**config.mk**
```make
export PLATFORM = sky130hd
export DESIGN_NAME = sram_port_arbiter
export DESIGN_NICKNAME = d
export VERILOG_FILES = /design/src/rtl/sram_arb_pkg.sv /design/src/rtl/sram_rr_pick.sv /design/src/rtl/sram_port_arbiter.sv
export SDC_FILE = /design/constraint.sdc
export NUM_CORES = 1
export LEC_CHECK = 0
export ABC_AREA = 1
export BUFFER_PORTS_ARGS = -buffer_cell sky130_fd_sc_hd__buf_2
export CORE_UTILIZATION = 35
export CTS_CLUSTER_SIZE = 8
export DETAILED_ROUTE_END_ITERATION = 10
export PLACE_DENSITY = 0.65
export SLEW_MARGIN = 20
export SYNTH_ARGS = -nofsm -noshare
export SYNTH_HDL_FRONTEND = slang
export SYNTH_SLANG_ARGS = --single-unit
export TNS_END_PERCENT = 20
```
**constraint.sdc**
```tcl
create_clock -name sram_clk -period 2.4 [get_ports sram_clk]
set_input_delay 0.24 -clock sram_clk [delete_from_list [all_inputs] [get_ports sram_clk]]
set_output_delay 0.24 -clock sram_clk [all_outputs]
set_load 0.02 [all_outputs]
```
**src/rtl/sram_arb_pkg.sv**
```systemverilog
// Shared definitions for the SRAM port arbiter.
// Contents:
//   arb_state_e   - FSM state encoding (IDLE / BUSY / RESP)
//   MIN_PORTS / MAX_PORTS - supported requester count range
//   width_min1()  - $clog2 clamped to at least one bit
//   slice_lsb()   - LSB position of a port's slice in a flattened bus
package sram_arb_pkg;

    typedef enum logic [1:0] {
        ST_IDLE = 2'd0,
        ST_BUSY = 2'd1,
        ST_RESP = 2'd2
    } arb_state_e;

    localparam int MIN_PORTS = 2;
    localparam int MAX_PORTS = 8;

    // Counter/index width that never collapses to zero bits.
    function automatic int width_min1(input int n);
        return ($clog2(n) < 1) ? 1 : $clog2(n);
    endfunction

    // Bit offset of port 'port' inside a bus of 'width'-bit slices.
    function automatic int slice_lsb(input int port, input int width);
        return port * width;
    endfunction

endpackage

```
**src/rtl/sram_rr_pick.sv**
```systemverilog
// Combinational rotate-priority picker.
// Scans the request vector starting just after rr_ptr and wrapping modulo
// NUM_PORTS; the first set bit wins.
// Ports:
//   req        in   NUM_PORTS  request vector
//   rr_ptr     in   PW         index of the most recently served port
//   gnt_onehot out  NUM_PORTS  one-hot winner (all zero when no request)
//   gnt_idx    out  PW         binary index of the winner
//   any        out  1          at least one request is present
module sram_rr_pick
    import sram_arb_pkg::*;
#(
    parameter int NUM_PORTS = 4,
    parameter int PW        = 2
) (
    input  logic [NUM_PORTS-1:0] req,
    input  logic [PW-1:0]        rr_ptr,
    output logic [NUM_PORTS-1:0] gnt_onehot,
    output logic [PW-1:0]        gnt_idx,
    output logic                 any
);

    logic [PW-1:0] cand_s;
    logic          hit_s;

    // Walk candidates in priority order; only the first set request is taken.
    always_comb begin
        gnt_onehot = '0;
        gnt_idx    = '0;
        any        = 1'b0;
        cand_s     = '0;
        hit_s      = 1'b0;
        for (int i = 1; i <= NUM_PORTS; i++) begin
            cand_s             = PW'((int'(rr_ptr) + i) % NUM_PORTS);
            hit_s              = req[cand_s] & ~any;
            gnt_onehot[cand_s] = gnt_onehot[cand_s] | hit_s;
            gnt_idx            = hit_s ? cand_s : gnt_idx;
            any                = any | req[cand_s];
        end
    end

endmodule

```
**src/rtl/sram_port_arbiter.sv**
```systemverilog
// Round-robin arbiter sharing one SRAM access sequencer among NUM_PORTS
// requesters. The winner's command is latched and presented downstream until
// the sequencer acknowledges; a watchdog aborts accesses that never complete.
// Ports:
//   sram_clk, rst_n      clock, async active-low reset
//   req_i/wr_en_i        per-port request level and write enable
//   addr_i/wdata_i       per-port command, port p at [p*W +: W]
//   gnt_o/done_o/err_o   owner one-hot, completion pulse, timeout flag
//   rdata_o              read data, valid with done_o
//   busy_o               high in BUSY and RESP
//   mem_req_o/mem_*_o    latched command to the sequencer
//   mem_ack_i/mem_rdata_i completion and read data from the sequencer
module sram_port_arbiter
    import sram_arb_pkg::*;
#(
    parameter int NUM_PORTS  = 4,
    parameter int ADDR_WIDTH = 8,
    parameter int DATA_WIDTH = 16,
    parameter int TIMEOUT    = 15
) (
    input  logic                            sram_clk,
    input  logic                            rst_n,
    input  logic [NUM_PORTS-1:0]            req_i,
    input  logic [NUM_PORTS-1:0]            wr_en_i,
    input  logic [NUM_PORTS*ADDR_WIDTH-1:0] addr_i,
    input  logic [NUM_PORTS*DATA_WIDTH-1:0] wdata_i,
    output logic [NUM_PORTS-1:0]            gnt_o,
    output logic [NUM_PORTS-1:0]            done_o,
    output logic                            err_o,
    output logic [DATA_WIDTH-1:0]           rdata_o,
    output logic                            busy_o,
    output logic                            mem_req_o,
    output logic                            mem_wr_en_o,
    output logic [ADDR_WIDTH-1:0]           mem_addr_o,
    output logic [DATA_WIDTH-1:0]           mem_wdata_o,
    input  logic                            mem_ack_i,
    input  logic [DATA_WIDTH-1:0]           mem_rdata_i
);

    localparam int PW = width_min1(NUM_PORTS);
    localparam int TW = width_min1(TIMEOUT + 1);
    localparam bit WD_ON = (TIMEOUT > 0);
    // Timer value at which the final no-ack BUSY cycle ends the access.
    localparam logic [TW-1:0] T_LAST = TW'((TIMEOUT > 0) ? (TIMEOUT - 1) : 0);
    localparam logic [TW-1:0] T_SAT  = {TW{1'b1}};

    arb_state_e              state_r;
    logic [PW-1:0]           rr_ptr_r;
    logic [PW-1:0]           win_idx_r;
    logic [TW-1:0]           timer_r;

    logic [NUM_PORTS-1:0]    pick_gnt_s;
    logic [PW-1:0]           pick_idx_s;
    logic                    pick_any_s;

    sram_rr_pick #(
        .NUM_PORTS (NUM_PORTS),
        .PW        (PW)
    ) u_pick (
        .req        (req_i),
        .rr_ptr     (rr_ptr_r),
        .gnt_onehot (pick_gnt_s),
        .gnt_idx    (pick_idx_s),
        .any        (pick_any_s)
    );

    // Arbitration FSM with all outputs registered.
    always_ff @(posedge sram_clk or negedge rst_n) begin
        if (!rst_n) begin
            state_r     <= ST_IDLE;
            rr_ptr_r    <= PW'(NUM_PORTS - 1);
            win_idx_r   <= '0;
            timer_r     <= '0;
            gnt_o       <= '0;
            done_o      <= '0;
            err_o       <= 1'b0;
            rdata_o     <= '0;
            busy_o      <= 1'b0;
            mem_req_o   <= 1'b0;
            mem_wr_en_o <= 1'b0;
            mem_addr_o  <= '0;
            mem_wdata_o <= '0;
        end else begin
            case (state_r)
                ST_IDLE: begin
                    if (pick_any_s) begin
                        win_idx_r   <= pick_idx_s;
                        gnt_o       <= pick_gnt_s;
                        mem_wr_en_o <= wr_en_i[pick_idx_s];
                        mem_addr_o  <= addr_i[slice_lsb(int'(pick_idx_s), ADDR_WIDTH) +: ADDR_WIDTH];
                        mem_wdata_o <= wdata_i[slice_lsb(int'(pick_idx_s), DATA_WIDTH) +: DATA_WIDTH];
                        mem_req_o   <= 1'b1;
                        busy_o      <= 1'b1;
                        timer_r     <= '0;
                        state_r     <= ST_BUSY;
                    end
                end
                ST_BUSY: begin
                    // An ack arriving on the watchdog's last cycle still counts as success.
                    if (mem_ack_i) begin
                        if (!mem_wr_en_o) begin
                            rdata_o <= mem_rdata_i;
                        end
                        mem_req_o <= 1'b0;
                        done_o    <= gnt_o;
                        err_o     <= 1'b0;
                        state_r   <= ST_RESP;
                    end else if (WD_ON && (timer_r == T_LAST)) begin
                        mem_req_o <= 1'b0;
                        done_o    <= gnt_o;
                        err_o     <= 1'b1;
                        state_r   <= ST_RESP;
                    end else begin
                        timer_r <= (timer_r == T_SAT) ? timer_r : timer_r + TW'(1);
                    end
                end
                ST_RESP: begin
                    gnt_o    <= '0;
                    done_o   <= '0;
                    err_o    <= 1'b0;
                    busy_o   <= 1'b0;
                    timer_r  <= '0;
                    rr_ptr_r <= win_idx_r;
                    state_r  <= ST_IDLE;
                end
                default: begin
                    state_r     <= ST_IDLE;
                    timer_r     <= '0;
                    gnt_o       <= '0;
                    done_o      <= '0;
                    err_o       <= 1'b0;
                    rdata_o     <= '0;
                    busy_o      <= 1'b0;
                    mem_req_o   <= 1'b0;
                    mem_wr_en_o <= 1'b0;
                    mem_addr_o  <= '0;
                    mem_wdata_o <= '0;
                end
            endcase
        end
    end

endmodule

```
# Yosys cells after proc, flatten, opt, wreduce, memory -nomap -nowiden
# Cells that the tools add are included.
[word_totals]
register_bits = 62
in_bits = 123
out_inout_bits = 52
word_cells = 138
[op_classes]
add_sub_neg = 5
order_cmp = 9
n_eq_ne = 11
n_shift = 2
n_mux = 64
bitwise_logic = 19
reduce_logical = 15
[ops]
columns = ["operator", "count"]
rows = [
  ["$pmux W16 S2", 2],
  ["$shiftx A64 B7 Y16", 1],
  ["$mux W16", 3],
  ["$shiftx A32 B6 Y8", 1],
  ["$mux W4", 7],
  ["$pmux W4 S2", 3],
  ["$mux W1", 19],
  ["$bmux W1 S2", 9],
  ["$pmux W8 S2", 1],
  ["$lt A2 B3 Y1 const B", 5],
  ["$mux W2", 7],
  ["$bwmux W4", 3],
  ["$ne A2 B2 Y1 const B", 6],
  ["$reduce_and A2 Y1", 5],
  ["$demux W1 S2", 4],
  ["$eq A4 B4 Y1 const B", 2],
  ["$ge A2 B1 Y1 const B", 4],
  ["$mux W8", 1],
  ["$not A1 Y1", 8],
  ["$or A1 B1 Y1", 7],
  ["$pmux W1 S2", 3],
  ["$reduce_and A3 Y1", 2],
  ["$add A2 B1 Y2 const B", 2],
  ["$add A2 B2 Y2 const B", 2],
  ["12 further kinds", 18],
]

# Depth between registers and ports, before layout
# Gate-level depths: netlist (run 1).
[logic_depth]
word_depth = 20
depth_mapped = 20
mapped_depth_nobuf = 19

# Modules after synthesis
# A second synthesis (run 1) with hierarchy kept.
[hier_totals]
hier_cells = 568
area_unflattened_um2 = 4003.8
[modules_own_cells]
columns = ["mod", "instances", "cells_per_inst", "area_each_um2", "seq_area_each_um2"]
rows = [
  ["sram_port_arbiter", 1, 460, 3462.1, 1554.0],
  ["sram_rr_pick", 1, 108, 541.8, 0.0],
]

# Least setup slack after synthesis (run 1)
# OpenSTA, ideal clock, no wires.
[synth_path]
kind = "register -> register"
startpoint = "register rr_ptr_r[0]"
endpoint = "register mem_wdata_o[10]"
setup_time_ns = 0.118
arrival_ns = 2.527
t_required_ns = 2.282
setup_slack_ns = -0.245
stages_incl_launch_ff = 15
n_path_buf = 3
cell_sequence = "dfstp_2 inv_2 buf_4 ha_1 nand3_1 nand2_4 or2_1 buf_2 o21ai_1 o21ai_1 o21ai_2 clkbuf_1 o32ai_1 nand3_1 nand2_1"
[synth_via]
elab_chain_cells = 11
word_cells_on_any_way = 30
classes_between = "4 x add/sub; 1 x eq/ne; 1 x shift; 14 x mux; 9 x bitwise; 1 x reduce/logical"
[synth_lines]
columns = ["element", "line", "source"]
rows = [
  ["from (decl)", "sram_port_arbiter.sv:48", "logic [PW-1:0] rr_ptr_r;"],
  ["from (signal assigned)", "sram_port_arbiter.sv:71", "rr_ptr_r <= PW'(NUM_PORTS - 1);"],
  ["from (signal assigned)", "sram_port_arbiter.sv:123", "rr_ptr_r <= win_idx_r;"],
  ["$add A2 B1 Y2 / $add A2 B2 Y2 (equally long branches)", "sram_rr_pick.sv:34", "cand_s = PW'((int'(rr_ptr) + i) % NUM_PORTS);"],
  ["$bmux W1 S2", "sram_rr_pick.sv:35, sram_rr_pick.sv:38", ""],
  ["$mux W1 (not written as such)", "sram_rr_pick.sv:35, sram_rr_pick.sv:38", ""],
  ["$not A1 Y1 / $or A1 B1 Y1 (equally long branches)", "sram_rr_pick.sv:35, sram_rr_pick.sv:38", ""],
  ["$and A1 B1 Y1 (tied with other cells)", "sram_rr_pick.sv:35", "hit_s = req[cand_s] & ~any;"],
  ["$mux W2 (tied with other cells)", "sram_rr_pick.sv:37", "gnt_idx = hit_s ? cand_s : gnt_idx;"],
  ["$mux W2 / $and A1 B1 Y1 (equally long branches)", "sram_rr_pick.sv:37, sram_rr_pick.sv:35", ""],
  ["$mux W2", "sram_rr_pick.sv:37", ""],
  ["$shiftx A64 B7 Y16", "sram_port_arbiter.sv:91", "mem_wdata_o <= wdata_i[slice_lsb(int'(pick_idx_s), DATA_WIDTH) +: DATA_WIDTH];"],
  ["$mux W16", "sram_port_arbiter.sv:86", "if (pick_any_s) begin"],
  ["$pmux W16 S2", "sram_port_arbiter.sv:84", "case (state_r)"],
  ["to (signal assigned)", "sram_port_arbiter.sv:91", ""],
  ["to (decl)", "sram_port_arbiter.sv:35", "output logic [DATA_WIDTH-1:0] mem_wdata_o,"],
]
# Parallel ways exist; a longest one is shown, timed or not. The select of a mux whose other input is x is not followed.
# A chain may end at the register's enable or synchronous reset.

# Worst setup path in the final report (run 1)
[layout_path]
startpoint = "register rr_ptr_r[1]"
endpoint = "register mem_wdata_o[9]"
# Same word-level chain as after synthesis.

==> impl_metrics.tcl, run 1 <==
set metrics [dict create \
    outcome "complete, but fails checks" \
    violations "setup timing" \
    die_h_um 106.5 \
    multi_input_area_um2 2360 \
    relSlewSlack_pct 68.95 \
    setup_slack_ns -0.1325 \
    hold_path.class "in -> reg" \
    gp_congestion 0.8591 \
    cp.arrival_ns 2.82 \
    track_usage_pct 21.42 \
    firstDrtPassIters 6 \
    internal_power_mw 5.721 \
    dp_hpwl_mm 8.674 \
    power_frac_comb_pct 76.3 \
    syn-cell-area_um2 3825 \
    postRouteAntennaNets 0 \
    finClkSkew_ns 0.01572 \
    critPathKind "reg -> reg" \
    final_cell_mix "174 x buf_2, 119 x nand2_1, 73 x nor2_1" \
    fmaxAchievable_mhz 394.9 \
    netlist_instances 532 \
    cts_tree "built" \
    cts_buffers 9 \
    wl_per_cell_um 14.42 \
    finalHoldViolations 0 \
    core_area_um2 10460 \
    cp-end-kind "flip-flop" \
    rows 37 \
    fp.dieArea_um2 11350 \
    final_common_cell "buf_2" \
    area_delta_synth_final_pct 57.05 \
    cellPowerDensity_nw_per_um2 1866 \
    grt_max_degree 63 \
    antenna_found_initial 0 \
    finalMaxSlewViolations 0 \
    drc 0 \
    portBuffers 174 \
    cp.required_ns 2.68 \
    fin_nets 884 \
    cts.htree.levels 3 \
    p_sw_share_pct 48.96 \
    overflow 0 \
    grt_setup_unrepaired "yes" \
    setup_tns_ns -1.780 \
    crit_path_max_fanout 5 \
    clkSinkCount 62 \
    io_pins 175 \
    reg2reg_to "mem_wdata_o[9]$_DFFE_PN0P_" \
    syn_nets 664 \
    grt_first_pass_wirelength_mm 19.38 \
    yosys_warnings 0 \
    period_minus_slack_ns 2.533 \
    cts_max_path_buffers 2 \
    worst_setup_path_start_kind "flip-flop" \
    crit_buf_inv 5 \
    start_util_pct 36.56 \
    path_cells "inv_2, ha_4, inv_4, nand3_2, nand2_2, nor3b_4, nand2_2, buf_6, o21ai_4, buf_6, clkbuf_16, o21ai_2, o32ai_2, nand3_1, nand2_1" \
    synth.distinct_cells 31 \
    die_x_um 106.5 \
    fillCellCount 980 \
    r2r_slack_ns -0.13 \
    max_stage_delay_ns 0.54 \
    cts_root_buffer "clkbuf_8" \
    setup_viol 28 \
    clockPowerShare_pct 9.5 \
    vias 4517 \
    drt_iter0_markers 258 \
    insertion_delay_ns 0.35 \
    cap_violations 0 \
    via_per_inst 5.058 \
    worst_pin_slew_ns 0.4640 \
    instances_no_fill 893 \
    dp_cells 856 \
    ir_drop_uv 1070 \
    synth_area_per_cell_um2 7.190 \
    cts.clk_slew.worst_paths_ns 0.08 \
    ys_seq_area_share_pct 40.63 \
    grt_pass1_vias 4157 \
    ys_ff_latch 62 \
    min_period_over_period_pct 105.5 \
    critPathTopFamily "simple AND/OR/NAND/NOR gates" \
    power.net_switching_mw 5.488 \
    finalInstanceArea_um2 6007 \
    min_from "mem_rdata_i[15]" \
    drive_gt1_share_pct 44.52 \
    p_leak_nw 3.148 \
    min_to "rdata_o[15]$_DFFE_PN0P_" \
    power.total_mw 11.21 \
    hold_depth 3 \
    antennaDiodeCount 0 \
    dp_slack_ns -0.2345 \
    place_area_um2 5151 \
    seqPwrFrac_pct 14.2 \
    reg2regPathDepth 15 \
    r2r-start "rr_ptr_r[1]$_DFFE_PN1P_" \
    final-seq-area_um2 1554 \
    crit_path_top_delay_cell "dfstp_2" \
    routed_wl_mm 12.88 \
]
-- synth_stat cells --
master     count  area share, %
nand3_1       82             11
dfstp_2        2            1.4
nand2_1      126             12
inv_1         36            3.5
a21oi_1        6           0.79
o21ai_2        2           0.46
buf_2          9            1.2
nand2_2        3           0.49
clkbuf_1      13            1.3
ha_1           9            2.9
nor3b_4        1           0.49
buf_4          2           0.39
o31ai_1        1           0.20
nand3_2        2           0.52
a2111oi_0      1           0.23
clkinv_2       1           0.13
or2_1          1           0.16
inv_2          4           0.39
nor2_1        80            7.9
buf_1          2           0.20
nor3b_1        1           0.20
nand4_2        1           0.33
clkinv_1       1          0.098
o21ai_0       30            3.9
nand2_4        1           0.29
o21a_1         1           0.20
buf_6          3           0.88
o21ai_1       24            3.1
nor3_1         2           0.26
dfrtp_1       60             39
o32ai_1       25            5.7
-- cell families after synthesis --
family / Yosys count / share of synthesized area [%]
buf+inv: 71 / 8.079
simple gates: 300 / 33.69
fa+ha+maj: 9 / 2.944
flops: 62 / 40.63
compound gates: 90 / 14.66
-- power groups by stage --
stage	clock, mW	sequential [mW]	combinational (mW)
2_1_floorplan	0	1.91	4.06
3_3_place_gp	0	1.60	6.21
3_5_place_dp	0	1.61	6.31
4_1_cts	1.09	1.60	6.97
5_1_grt	1.14	1.63	9.25
6_report	1.07	1.59	8.55
-- tightest hold or removal path, stage by stage --
cell and delay [ns]:
buf_2 0.07, nand3_1 0.06, o21ai_0 0.06
-- metrics by stage --
stage | hold slack (ns) | utilization [%]
2_1_floorplan | -0.05559 | -
3_3_place_gp | 0.2764 | 49.23
3_5_place_dp | 0.2844 | 49.23
4_1_cts | 0.1125 | 53.09
5_1_grt | 0.1286 | 57.41
6_report | 0.1266 | 57.41
-- state kept, by name (all words and copies together) (netlist names) --
name,cells
busy_o,1
done_o,4
err_o,1
gnt_o,4
mem_addr_o,8
mem_req_o,1
mem_wdata_o,16
mem_wr_en_o,1
rdata_o,16
rr_ptr_r,2
state_r,2
timer_r,4
win_idx_r,2
-- worst max-delay path by stage --
stage	start	to	slack (ns)	depth (start not counted)
floorplan	rr_ptr_r[0]$_DFFE_PN1P_	gnt_o[1]$_DFFE_PN0P_	-0.03	18
global placement	rr_ptr_r[0]$_DFFE_PN1P_	mem_wdata_o[1]$_DFFE_PN0P_	-0.20	15
detailed placement	rr_ptr_r[1]$_DFFE_PN1P_	mem_wdata_o[1]$_DFFE_PN0P_	-0.23	15
CTS	rr_ptr_r[1]$_DFFE_PN1P_	mem_addr_o[1]$_DFFE_PN0P_	-0.04	15
global route	rr_ptr_r[1]$_DFFE_PN1P_	mem_wdata_o[9]$_DFFE_PN0P_	-0.25	15
finish	rr_ptr_r[1]$_DFFE_PN1P_	mem_wdata_o[9]$_DFFE_PN0P_	-0.13	15
-- timing repair --
item | 4_1_cts | 5_1_grt
pin swaps | 8 | 31
endpoints found under the setup margin | 29 | 32
hold buffers | 1 | 0
gates resized for setup | 18 | 66
setup buffers | 4 | 11
gates cloned | 1 | 4
hold endpoints to repair | 60 | 0
-- final cells by class --
class,count,share of cell area (%)
multi-input combinational,399,39.28
sequential,62,25.87
timing repair buffer,238,25.33
inverter,42,2.874
tap,136,2.833
clock buffer,10,2.291
clock inverter,6,1.521
-- routing by layer --
metal,track usage [%],vias to the layer above,part of all wire (%)
met1,26.98,2103,42
li1,-,2222,-
met2,36.50,174,50
met5,0,-,0
met4,5.382,0,1.6
met3,5.457,18,6.9
Power figures use the tool's default switching activity.
==> inputs of run 2 (changes only) <==
--- a/config.mk
+++ b/config.mk
@@ -6,11 +6,10 @@
 export NUM_CORES = 1
 export LEC_CHECK = 0
 export ABC_AREA = 1
-export BUFFER_PORTS_ARGS = -buffer_cell sky130_fd_sc_hd__buf_2
 export CORE_UTILIZATION = 35
 export CTS_CLUSTER_SIZE = 8
 export DETAILED_ROUTE_END_ITERATION = 10
-export PLACE_DENSITY = 0.65
+export DONT_BUFFER_PORTS = 1
 export SLEW_MARGIN = 20
 export SYNTH_ARGS = -nofsm -noshare
 export SYNTH_HDL_FRONTEND = slang
==> constraint.sdc (replaced) <==
create_clock -name sram_clk -period 2.1 [get_ports sram_clk]
set_input_delay 0.21 -clock sram_clk [delete_from_list [all_inputs] [get_ports sram_clk]]
set_output_delay 0.21 -clock sram_clk [all_outputs]
set_load 0.02 [all_outputs]
==> impl_metrics.tcl, run 2 (same netlist as run 1, synthesis figures left out) <==
set metrics [dict create \
    outcome "complete, but fails checks" \
    violations "setup timing" \
    wl_per_cell_um 16.36 \
    cts_tree "built" \
    rows 37 \
    period_minus_slack_ns 2.502 \
    cts_max_path_buffers 2 \
    cts_buffers 9 \
    firstDrtPassIters 4 \
    hold_depth 2 \
    start_util_pct 36.56 \
    cp.arrival_ns 2.73 \
    cts_root_buffer "clkbuf_8" \
    insertion_delay_ns 0.34 \
    cts.htree.levels 3 \
    relSlewSlack_pct 78.45 \
    dp_slack_ns -0.4195 \
    reg2regPathDepth 13 \
    critPathKind "reg -> reg" \
    final_util_pct 48.53 \
    finalHoldViolations 0 \
    fin_nets 715 \
    finClkSkew_ns 0.01006 \
    overflow 0 \
    grt_first_pass_wirelength_mm 17.95 \
    setup_tns_ns -11.28 \
    io_pins 175 \
    setup_slack_ns -0.4015 \
    core_area_um2 10460 \
    gp_congestion 0.8797 \
    drt_iter0_markers 190 \
    cap_violations 0 \
    ir_drop_uv 2413 \
    r2r_slack_ns -0.40 \
    place_area_um2 4405 \
    routed_wl_mm 11.85 \
    grt_max_degree 63 \
    portBuffers 0 \
    die_x_um 106.5 \
    top_regs "mem_wdata_o (16), rdata_o (16), mem_addr_o (8)" \
    worst_setup_path_start_kind "flip-flop" \
    cp.required_ns 2.33 \
    antennaDiodeCount 0 \
    finalInstanceArea_um2 5077 \
    die_h_um 106.5 \
    drive_gt1_share_pct 27.55 \
    cellPowerDensity_nw_per_um2 2322 \
    power.total_mw 11.79 \
    via_per_inst 5.341 \
    cts.clk_slew.worst_paths_ns 0.08 \
    fillCellCount 1049 \
    setup_viol 35 \
    hold_path.class "in -> reg" \
    worst_pin_slew_ns 0.3232 \
    antenna_found_initial 0 \
    area_delta_synth_final_pct 32.74 \
    finalMaxSlewViolations 0 \
    grt_setup_unrepaired "yes" \
    vias 3867 \
    p_leak_nw 2.393 \
    drc 0 \
    dp_hpwl_mm 7.978 \
    clkSinkCount 62 \
    final_cell_mix "116 x nand2_1, 78 x nor2_1, 60 x dfrtp_1" \
    fmaxAchievable_mhz 399.8 \
    min_period_over_period_pct 119.1 \
    multi_input_area_um2 2335 \
    postRouteAntennaNets 0 \
    track_usage_pct 20.08 \
    crit_path_max_fanout 16 \
    final_common_cell "nand2_1" \
    cp-end-kind "flip-flop" \
    final-seq-area_um2 1554 \
    grt_pass1_vias 3719 \
    fp.dieArea_um2 11350 \
]
## run 2: worst max-delay path, cell delays in order, from the launching register on
cell and delay, ns:
dfstp_2 0.57, inv_4 0.06, ha_4 0.28, nand3_2 0.16
nand2_8 0.15, or2_4 0.19, nand3_2 0.09, nand2_4 0.12
clkinv_4 0.10, bufbuf_16 0.30, o21ai_1 0.14, o32ai_1 0.09
nand3_1 0.07, nand2_1 0.05
## run 2: layout make-up
class | instances | area share, %
tap | 136 | 3.351
sequential | 62 | 30.61
timing repair buffer | 69 | 13.16
clock inverter | 6 | 0.8871
multi-input combinational | 399 | 45.98
inverter | 42 | 3.302
clock buffer | 10 | 2.711
## run 2: metal layers
metal / track usage [%] / vias up / part of all wire [%]
met5: 0 / - / 0
met4: 6.849 / 0 / 1.1
met3: 5.028 / 11 / 7.4
met2: 35.11 / 168 / 49
met1: 23.89 / 1810 / 42
li1: - / 1878 / -
## run 2: power breakdown
group,leakage (nW),switching [mW],internal [mW]
combinational,1.48,4.82,3.73
sequential,0.817,0.640,1.61
clock,0.0970,0.516,0.469
total,2.39,5.98,5.81
## run 2: what timing repair did
item / CTS / global route
setup buffers: 7 / 0
endpoints found under the setup margin: 35 / 38
resized for setup: 36 / 38
endpoints found under the hold margin: 62 / 0
hold buffers: 2 / 0
gates cloned: 2 / 0
pin swaps: 10 / 12
## run 2: final timing paths
kind	from	to
setup / recovery	rr_ptr_r[0]$_DFFE_PN1P_	mem_wdata_o[7]$_DFFE_PN0P_
setup reg to reg	rr_ptr_r[0]$_DFFE_PN1P_	mem_wdata_o[7]$_DFFE_PN0P_
hold reg to reg	win_idx_r[1]$_DFFE_PN0P_	win_idx_r[1]$_DFFE_PN0P_
hold / removal	mem_rdata_i[6]	rdata_o[6]$_DFFE_PN0P_
max in group asynchronous	rst_n	rr_ptr_r[1]$_DFFE_PN1P_
min in group asynchronous	rst_n	mem_wdata_o[15]$_DFFE_PN0P_
## run 2: per-stage QoR
stage | instances | hold WS [ns]
after floorplan | 532 | -0.08559
after global placement | 697 | -0.08381
after detailed placement | 697 | -0.08431
after CTS | 724 | 0.009599
after global routing | 724 | 0.007232
final | 724 | 0.02563
==> inputs of run 3 (changes only) <==
--- a/config.mk
+++ b/config.mk
@@ -10,6 +10,7 @@
 export CTS_CLUSTER_SIZE = 8
 export DETAILED_ROUTE_END_ITERATION = 10
 export DONT_BUFFER_PORTS = 1
+export RECOVER_POWER = 25
 export SLEW_MARGIN = 20
 export SYNTH_ARGS = -nofsm -noshare
 export SYNTH_HDL_FRONTEND = slang
==> impl_metrics.tcl, run 3 (same netlist as run 1, synthesis figures left out) <==
set metrics [dict create \
    outcome "complete, but fails checks" \
    violations "capacitance limit, slew limit, setup timing" \
    finalInstanceArea_um2 5055 \
    wl_per_cell_um 16.36 \
    via_per_inst 5.323 \
    cp-end-kind "flip-flop" \
    top_regs "mem_wdata_o (16), rdata_o (16), mem_addr_o (8)" \
    p_leak_nw 2.385 \
    fin_nets 715 \
    drt_iter0_markers 190 \
    grt_max_degree 63 \
    firstDrtPassIters 4 \
    hold_ws_ns 0.02554 \
    cp.arrival_ns 2.73 \
    finalHoldViolations 0 \
    final_common_cell "nand2_1" \
    reg2reg_to "mem_wdata_o[7]$_DFFE_PN0P_" \
    r2r-start "rr_ptr_r[0]$_DFFE_PN1P_" \
    setup_slack_ns -0.4022 \
    period_minus_slack_ns 2.502 \
    cts.clk_slew.worst_paths_ns 0.08 \
    hold_depth 2 \
    io_pins 175 \
    reg2regPathDepth 13 \
    start_util_pct 36.56 \
    grt_first_pass_wirelength_mm 17.95 \
    setup_viol 35 \
    cts_root_buffer "clkbuf_8" \
    die_x_um 106.5 \
    grt_pass1_vias 3719 \
    dp_hpwl_mm 7.978 \
    gp_congestion 0.8797 \
    cp.required_ns 2.33 \
    fillCellCount 1052 \
    cellPowerDensity_nw_per_um2 2330 \
    fp.dieArea_um2 11350 \
    finalMaxSlewViolations 63 \
    cap_violations 1 \
    core_area_um2 10460 \
    die_h_um 106.5 \
    portBuffers 0 \
    fmaxAchievable_mhz 399.6 \
    insertion_delay_ns 0.34 \
    r2r_slack_ns -0.40 \
    worst_setup_path_start_kind "flip-flop" \
    drc 0 \
    postRouteAntennaNets 0 \
    antennaDiodeCount 0 \
    cts.htree.levels 3 \
    min_to "rdata_o[6]$_DFFE_PN0P_" \
    final_cell_mix "116 x nand2_1, 78 x nor2_1, 60 x dfrtp_1" \
    place_area_um2 4405 \
    hold_path.class "in -> reg" \
    ir_drop_uv 2417 \
    drive_gt1_share_pct 27.55 \
    min_from "mem_rdata_i[6]" \
    crit_path_max_fanout 16 \
    worst_pin_slew_ns 1.576 \
    vias 3854 \
    antenna_found_initial 0 \
    rows 37 \
    min_period_over_period_pct 119.2 \
    critPathKind "reg -> reg" \
    routed_wl_mm 11.84 \
    track_usage_pct 20.08 \
    finClkSkew_ns 0.01006 \
    cts_buffers 9 \
    clkSinkCount 62 \
    overflow 0 \
    relSlewSlack_pct -5.046 \
    cts_tree "built" \
    cts_max_path_buffers 2 \
    area_delta_synth_final_pct 32.16 \
    grt_setup_unrepaired "yes" \
]
[run 3: metal layers]
| metal | routed length [µm] | GRT usage [%] | vias to the layer above |
|---|---|---|---|
| li1 | - | - | 1877 |
| met1 | 5036 | 23.89 | 1804 |
| met2 | 5830 | 35.11 | 162 |
| met3 | 848 | 5.028 | 11 |
| met4 | 128 | 6.849 | 0 |
| met5 | 0 | 0 | - |
[run 3: how the worst max path moves through the flow]
stage	slack, ns	cells after the start	from	to
3_3_place_gp	-0.38	15	rr_ptr_r[0]$_DFFE_PN1P_	mem_wr_en_o$_DFFE_PN0P_
5_1_grt	-0.54	19	rr_ptr_r[0]$_DFFE_PN1P_	gnt_o[0]$_DFFE_PN0P_
3_5_place_dp	-0.42	16	rr_ptr_r[0]$_DFFE_PN1P_	gnt_o[2]$_DFFE_PN0P_
4_1_cts	-0.34	14	rr_ptr_r[0]$_DFFE_PN1P_	mem_wr_en_o$_DFFE_PN0P_
2_1_floorplan	-0.33	18	rr_ptr_r[0]$_DFFE_PN1P_	gnt_o[1]$_DFFE_PN0P_
6_report	-0.40	13	rr_ptr_r[0]$_DFFE_PN1P_	mem_wdata_o[7]$_DFFE_PN0P_
[run 3: critical path, stage by stage, from the launching register on]
cell       delay [ns]
dfstp_2          0.57
inv_4            0.06
ha_4             0.28
nand3_2          0.16
nand2_8          0.15
or2_4            0.19
nand3_2          0.09
nand2_4          0.12
clkinv_4         0.10
bufbuf_16        0.30
o21ai_1          0.14
o32ai_1          0.09
nand3_1          0.07
nand2_1          0.05
[run 3: cell type report]
class	count	area [µm²]	share of cell area (%)
well taps	136	170.2	3.366
repair buffers	69	645.6	12.77
clock buffers	10	137.6	2.723
clock inverters	6	45.04	0.8911
multi-input cells	399	2335	46.19
flip-flops and latches	62	1554	30.74
inverters	42	167.7	3.317
[run 3: metrics by stage]
stage,utilization [%],TNS (ns),setup WS [ns],std cells,power (mW)
global route,48.31,-16.10,-0.5367,724,12.67
CTS,46.77,-9.777,-0.3397,724,11.20
global placement,42.11,-9.199,-0.3839,697,8.840
detailed placement,42.11,-11.00,-0.4195,697,8.983
finish,48.31,-11.27,-0.4022,724,11.78
floorplan,-,-9.949,-0.3259,532,6.832
[run 3: where the power goes]
| group | internal (mW) | leakage (nW) | total, mW | switching (mW) |
|---|---|---|---|---|
| Combinational | 3.73 | 1.47 | 8.55 | 4.82 |
| Clock | 0.469 | 0.0970 | 0.984 | 0.516 |
| Sequential | 1.61 | 0.817 | 2.25 | 0.640 |
| Total | 5.80 | 2.38 | 11.8 | 5.98 |
[run 3: what timing repair did]
| item | 4_1_cts | 5_1_grt |
|---|---|---|
| resized for setup | 36 | 38 |
| pin swaps | 10 | 12 |
| hold endpoints to repair | 62 | 0 |
| cloned | 2 | 0 |
| endpoints found under the setup margin | 35 | 38 |
| hold buffers | 2 | 0 |
| buffers inserted | 7 | 0 |
